<file path="src/rtl/uart_tx_streamer.sv">
// UART 8N1 transmitter fed by a byte FIFO; frames leave LSB-first on io_tx and
// a level interrupt flags that every queued byte has fully left the wire.
module uart_tx_streamer #(
    parameter int CLKS_PER_BIT = 868,
    parameter int FIFO_DEPTH   = 8
) (
    input  logic                          clock,
    input  logic                          reset,
    input  logic                          io_enq_valid,
    output logic                          io_enq_ready,
    input  logic [7:0]                    io_enq_bits,
    input  logic                          io_enable,
    input  logic                          io_irq_en,
    output logic                          io_tx,
    output logic                          io_busy,
    output logic [$clog2(FIFO_DEPTH):0]   io_count,
    output logic                          io_tx_irq
);

    localparam int PTR_W  = $clog2(FIFO_DEPTH);
    localparam int CNT_W  = PTR_W + 1;
    localparam int BAUD_W = (CLKS_PER_BIT > 1) ? $clog2(CLKS_PER_BIT) : 1;
    localparam logic [BAUD_W-1:0] BAUD_LAST = BAUD_W'(CLKS_PER_BIT - 1);
    localparam logic [CNT_W-1:0]  CNT_FULL  = CNT_W'(FIFO_DEPTH);

    typedef enum logic [1:0] {
        ST_IDLE  = 2'd0,
        ST_START = 2'd1,
        ST_DATA  = 2'd2,
        ST_STOP  = 2'd3
    } state_t;

    state_t              state_r, state_s;
    logic [BAUD_W-1:0]   baud_r, baud_s;
    logic [2:0]          bit_idx_r, bit_idx_s;
    logic [7:0]          shift_r, shift_s;
    logic                tx_r, tx_s;
    logic [PTR_W-1:0]    head_r, tail_r;
    logic [CNT_W-1:0]    count_r, count_s;
    logic [7:0]          mem_r [FIFO_DEPTH];
    logic                push_s, pop_s, has_data_s, baud_last_s, start_ok_s;

    assign io_enq_ready = (count_r < CNT_FULL);
    assign push_s       = io_enq_valid && io_enq_ready;
    assign has_data_s   = (count_r != {CNT_W{1'b0}});
    assign baud_last_s  = (baud_r == BAUD_LAST);
    // A new frame may only begin when permitted and a byte is actually queued.
    assign start_ok_s   = io_enable && has_data_s;

    assign io_tx     = tx_r;
    assign io_busy   = (state_r != ST_IDLE);
    assign io_count  = count_r;
    assign io_tx_irq = io_irq_en && !has_data_s && (state_r == ST_IDLE);

    // Frame sequencer: next state, baud/bit counters, shift register and line level.
    always_comb begin
        state_s   = state_r;
        baud_s    = baud_r;
        bit_idx_s = bit_idx_r;
        shift_s   = shift_r;
        tx_s      = tx_r;
        pop_s     = 1'b0;
        case (state_r)
            ST_IDLE: begin
                baud_s = {BAUD_W{1'b0}};
                if (start_ok_s) begin
                    state_s   = ST_START;
                    pop_s     = 1'b1;
                    shift_s   = mem_r[head_r];
                    bit_idx_s = 3'd0;
                    tx_s      = 1'b0;
                end else begin
                    tx_s = 1'b1;
                end
            end
            ST_START: begin
                if (baud_last_s) begin
                    state_s   = ST_DATA;
                    baud_s    = {BAUD_W{1'b0}};
                    bit_idx_s = 3'd0;
                    tx_s      = shift_r[0];
                end else begin
                    baud_s = baud_r + BAUD_W'(1);
                end
            end
            ST_DATA: begin
                if (baud_last_s) begin
                    baud_s = {BAUD_W{1'b0}};
                    if (bit_idx_r == 3'd7) begin
                        state_s = ST_STOP;
                        tx_s    = 1'b1;
                    end else begin
                        shift_s   = {1'b0, shift_r[7:1]};
                        bit_idx_s = bit_idx_r + 3'd1;
                        tx_s      = shift_r[1];
                    end
                end else begin
                    baud_s = baud_r + BAUD_W'(1);
                end
            end
            ST_STOP: begin
                if (baud_last_s) begin
                    baud_s = {BAUD_W{1'b0}};
                    if (start_ok_s) begin
                        // Chain straight into the next start bit: no idle gap.
                        state_s   = ST_START;
                        pop_s     = 1'b1;
                        shift_s   = mem_r[head_r];
                        bit_idx_s = 3'd0;
                        tx_s      = 1'b0;
                    end else begin
                        state_s = ST_IDLE;
                        tx_s    = 1'b1;
                    end
                end else begin
                    baud_s = baud_r + BAUD_W'(1);
                end
            end
            default: begin
                state_s   = ST_IDLE;
                baud_s    = {BAUD_W{1'b0}};
                bit_idx_s = 3'd0;
                tx_s      = 1'b1;
            end
        endcase
    end

    // FIFO occupancy after the edge; a simultaneous push and pop leaves it unchanged.
    always_comb begin
        count_s = count_r;
        case ({push_s, pop_s})
            2'b10:   count_s = count_r + CNT_W'(1);
            2'b01:   count_s = count_r - CNT_W'(1);
            default: count_s = count_r;
        endcase
    end

    // State, counters, pointers and line register with synchronous reset.
    always_ff @(posedge clock) begin
        if (reset) begin
            state_r   <= ST_IDLE;
            baud_r    <= {BAUD_W{1'b0}};
            bit_idx_r <= 3'd0;
            shift_r   <= 8'h00;
            tx_r      <= 1'b1;
            head_r    <= {PTR_W{1'b0}};
            tail_r    <= {PTR_W{1'b0}};
            count_r   <= {CNT_W{1'b0}};
        end else begin
            state_r   <= state_s;
            baud_r    <= baud_s;
            bit_idx_r <= bit_idx_s;
            shift_r   <= shift_s;
            tx_r      <= tx_s;
            count_r   <= count_s;
            if (push_s) begin
                tail_r <= tail_r + PTR_W'(1);
            end
            if (pop_s) begin
                head_r <= head_r + PTR_W'(1);
            end
        end
    end

    // Byte storage; only written on an accepted enqueue, so later bus changes are ignored.
    always_ff @(posedge clock) begin
        if (push_s) begin
            mem_r[tail_r] <= io_enq_bits;
        end
    end

endmodule

</file>
<file path="config.mk">
export PLATFORM = sky130hd
export DESIGN_NAME = uart_tx_streamer
export DESIGN_NICKNAME = d
export VERILOG_FILES = /design/src/rtl/uart_tx_streamer.sv
export SDC_FILE = /design/constraint.sdc
export NUM_CORES = 1
export LEC_CHECK = 0
export CAP_MARGIN = 10
export CORE_ASPECT_RATIO = 0.9
export CORE_MARGIN = 5
export CORE_UTILIZATION = 40
export CTS_CLUSTER_DIAMETER = 60
export DETAILED_ROUTE_END_ITERATION = 12
export GPL_ROUTABILITY_DRIVEN = 0
export MAX_ROUTING_LAYER = met4
export PLACE_DENSITY_LB_ADDON = 0.08
export SYNTH_ARGS = -nofsm -noshare
export SYNTH_HDL_FRONTEND = slang
export SYNTH_SLANG_ARGS = --single-unit
</file>
<file path="constraint.sdc">
create_clock -name clock -period 2.8 [get_ports clock]
set_input_delay 0.28 -clock clock [delete_from_list [all_inputs] [get_ports clock]]
set_output_delay 0.28 -clock clock [all_outputs]
set_load 0.05 [all_outputs]
</file>
==> results of run 1 <==
## cells by family (layout without fill, tap and decap cells)
kind of cell	count (synthesis)	after routing	share of synthesized area
AOI/OAI and AO/OA	60	60	0.110
xor gates and xnor gates	13	13	0.0262
adders and majority gates	13	13	0.0374
buffers and inverters	24	64	0.0236
DFF	101	101	0.612
muxes	27	27	0.0923
and+or+nand+nor	82	82	0.0989
## flip-flops by register name, indices dropped and copies added (netlist names), named ones only
name       count
baud_r        10
tail_r         3
state_r        2
io_tx          1
mem_r         64
bit_idx_r      3
io_count       4
head_r         3
shift_r        8
## worst min path at each step
stage | cells past startpoint | slack [ns] | start | endpoint
detailed placement | 1 | 0.45 | baud_r[0] | baud_r[0]
global route | 1 | 0.48 | baud_r[0] | baud_r[0]
floorplan | 0 | 0.38 | io_enq_bits[0] | mem_r[0][0]
CTS | 2 | 0.47 | bit_idx_r[2] | bit_idx_r[2]
finish | 2 | 0.47 | bit_idx_r[2] | bit_idx_r[2]
global placement | 1 | 0.45 | baud_r[0] | baud_r[0]
## synth_stat cells (4+ instances only)
library cell,n,area [um2]
nor3_1,8,40.0
xor2_1,7,61.3
or3_1,5,31.3
xnor2_1,6,52.6
nor2b_1,5,31.3
o22ai_1,7,43.8
a21o_1,8,60.1
ha_1,13,163
mux4_2,10,225
a32o_1,7,70.1
dfxtp_1,37,741
inv_1,11,41.3
o21ai_0,5,25.0
clkbuf_1,6,22.5
nand2b_1,4,25.0
edfxtp_1,64,1920
nand2_1,12,45.0
nand3_1,5,25.0
a21oi_1,10,50.1
a211o_1,9,78.8
buf_2,4,20.0
mux2i_1,15,150
nor2_1,28,105
## worst max-delay path: stages, from the launching register on
cell and delay (ns):
dfxtp_1 0.39, inv_1 0.11, ha_1 0.35, or2_2 0.36, nor2_1 0.16, ha_1 0.20, xor2_1 0.16, ha_1 0.16
a21oi_1 0.05, xor2_1 0.15, or3_1 0.30, a21oi_1 0.14
## metal layers
layer	share of wire	GRT usage
met1	0.49	0.187
met2	0.47	0.222
met3	0.034	0.0353
met4	0.011	0.0343
met5	0	-
## area by class of cell
| class | count | share of cell area |
|---|---|---|
| repair buffers | 37 | 0.0668 |
| inverters | 11 | 0.00810 |
| multi-input cells | 195 | 0.313 |
| clock buffers | 9 | 0.0442 |
| well taps | 133 | 0.0327 |
| flip-flops and latches | 101 | 0.522 |
| clock inverters | 7 | 0.0130 |
## cell usage in the layout (no fill, tap or decap), drive strengths merged, types with 2 or more instances in the layout
master	netlist	routed
edfxtp	64	64
dfxtp	37	37
nor2	29	29
clkdlybuf4s50	0	20
buf	7	17
mux2i	15	15
inv	11	15
ha	13	13
nand2	12	12
mux4	10	10
a21oi	10	10
a211o	9	9
clkbuf	6	9
nor3	8	8
a21o	8	8
xor2	7	7
o22ai	7	7
a32o	7	7
xnor2	6	6
nor2b	5	5
or3	5	5
nand3	5	5
o21ai	5	5
nand2b	4	4
o32ai	3	3
clkinv	0	3
or2	2	2
nand3b	2	2
nand4	2	2
o31ai	2	2
mux2	2	2
## power by group through the flow
stage | Sequential (uW) | Combinational (uW) | Clock [uW]
2_1_floorplan | 1930 | 1040 | 0
3_3_place_gp | 1870 | 1530 | 0
3_5_place_dp | 1870 | 1540 | 0
4_1_cts | 1840 | 1540 | 1230
5_1_grt | 1860 | 1680 | 1300
6_report | 1840 | 1530 | 1190
## per-stage QoR
stage / util / total power [uW]
after floorplan: - / 2970
after global placement: 0.448 / 3400
after detailed placement: 0.448 / 3410
after CTS: 0.475 / 4610
after global routing: 0.475 / 4840
final: 0.475 / 4560
## timing repair
item                       4_1_cts  5_1_grt
gates resized for setup          0        1
hold buffers                     0        0
setup endpoints to repair        0        1
buffers inserted                 0        0
==> results_dict.tcl, run 1 <==
set metrics [dict create \
    netlist_instances 320 \
    worst_slew_pin_slew_ns 0.658 \
    dieHeight_um 109 \
    power_switching_share 0.335 \
    multi_input_area_um2 1590 \
    critPathKind "flip-flop to flip-flop" \
    avgSynthCellArea_um2 13.6 \
    finalNetCount 381 \
    first_iter_violations 149 \
    drt_first_pass_iters 4 \
    tns_ns 0 \
    timing.final.crit_period_ns 2.59 \
    drv_slew 0 \
    grt_pass1_vias 2541 \
    antenna_cells 0 \
    combPwrFrac 0.335 \
    clock_path_buffers 2 \
    async_flop_share 0 \
    ys_ff_latch 101 \
    dieArea_um2 13100 \
    routedWlPerCell_um 17.1 \
    power.internal_uw 3030 \
    grt_overflow 0 \
    initial_core_util 0.406 \
    final_layout_size_suffix_gt1_frac 0.150 \
    timing.final.ws_setup_ns 0.208 \
    ff2ff_setup_slack_ns 0.21 \
    dp_cells 477 \
    p_per_area_nw_per_um2 894 \
    seq_area_frac_synth 0.612 \
    antenna_found_initial 0 \
    rr_endpoint "io_count[2]" \
    clock-sinks 101 \
    synth_warnings 0 \
    dpl-instance-area_um2 4800 \
    synth_edf_count 64 \
    viasPerCell 5.28 \
    htree_levels 3 \
    pin_count 21 \
    fmax_ghz 0.386 \
    vdd_drop_max_uv 394 \
    switchingPower_uw 1530 \
    root_buffer "clkbuf_16" \
    power_frac_seq 0.403 \
    wirelength_um 8440 \
    synth_cell_types 52 \
    post-dp-hpwl_um 5730 \
    via_count 2605 \
    cp.required_ns 3.07 \
    status "finished clean" \
    grt_max_degree 23 \
    cts_buffers 9 \
    seq_area_um2 2660 \
    cp_data_arrival_time_ns 2.86 \
    leakagePower_uw 0.00181 \
    timing.final.crit_share 0.926 \
    max_slew_margin 0.561 \
    r2r_cells 11 \
    grt_pass1_wl_um 13600 \
    crit_end "io_count[2]" \
    synth_area_um2 4350 \
    port_buffers 20 \
    cts.clk_slew.worst_paths_ns 0.07 \
    n_fill_cell 984 \
    drtAntennaViolNets 0 \
    rows 36 \
    synth_fp_nets 346 \
    drv_cap 0 \
    cp-end-kind "flip-flop" \
    syn2layout_area_growth_pct 17.1 \
    cp_max_fo 6 \
    power_frac_clock 0.262 \
    finClkSkew_ns 0.00891 \
    clk_latency_ns 0.34 \
    hp-class "flip-flop to flip-flop" \
    pre_cts_ws_ns 0.153 \
    startpoint "state_r[0]" \
    hold_violations 0 \
    yosys_most_used_dff "edfxtp_1" \
    fp.dieW_um 120 \
    start_kind "flip-flop" \
    fin_cells 493 \
    setup_viol 0 \
    drc 0 \
    hold-worst-slack_ns 0.466 \
    rsz0062_at_grt "false" \
    r2r-start "state_r[0]" \
    stdcell_area_um2 5100 \
    track_usage 0.142 \
    cts_tree "built" \
    core_um2 10700 \
]
Note: power is estimated with default switching activity, not from simulation.
==> inputs of run 2 (changes only) <==
CTS_CLUSTER_DIAMETER = 80   (was 60)
==> results of run 2 <==
Final layout, timing and power as in run 1 (identical DEF).
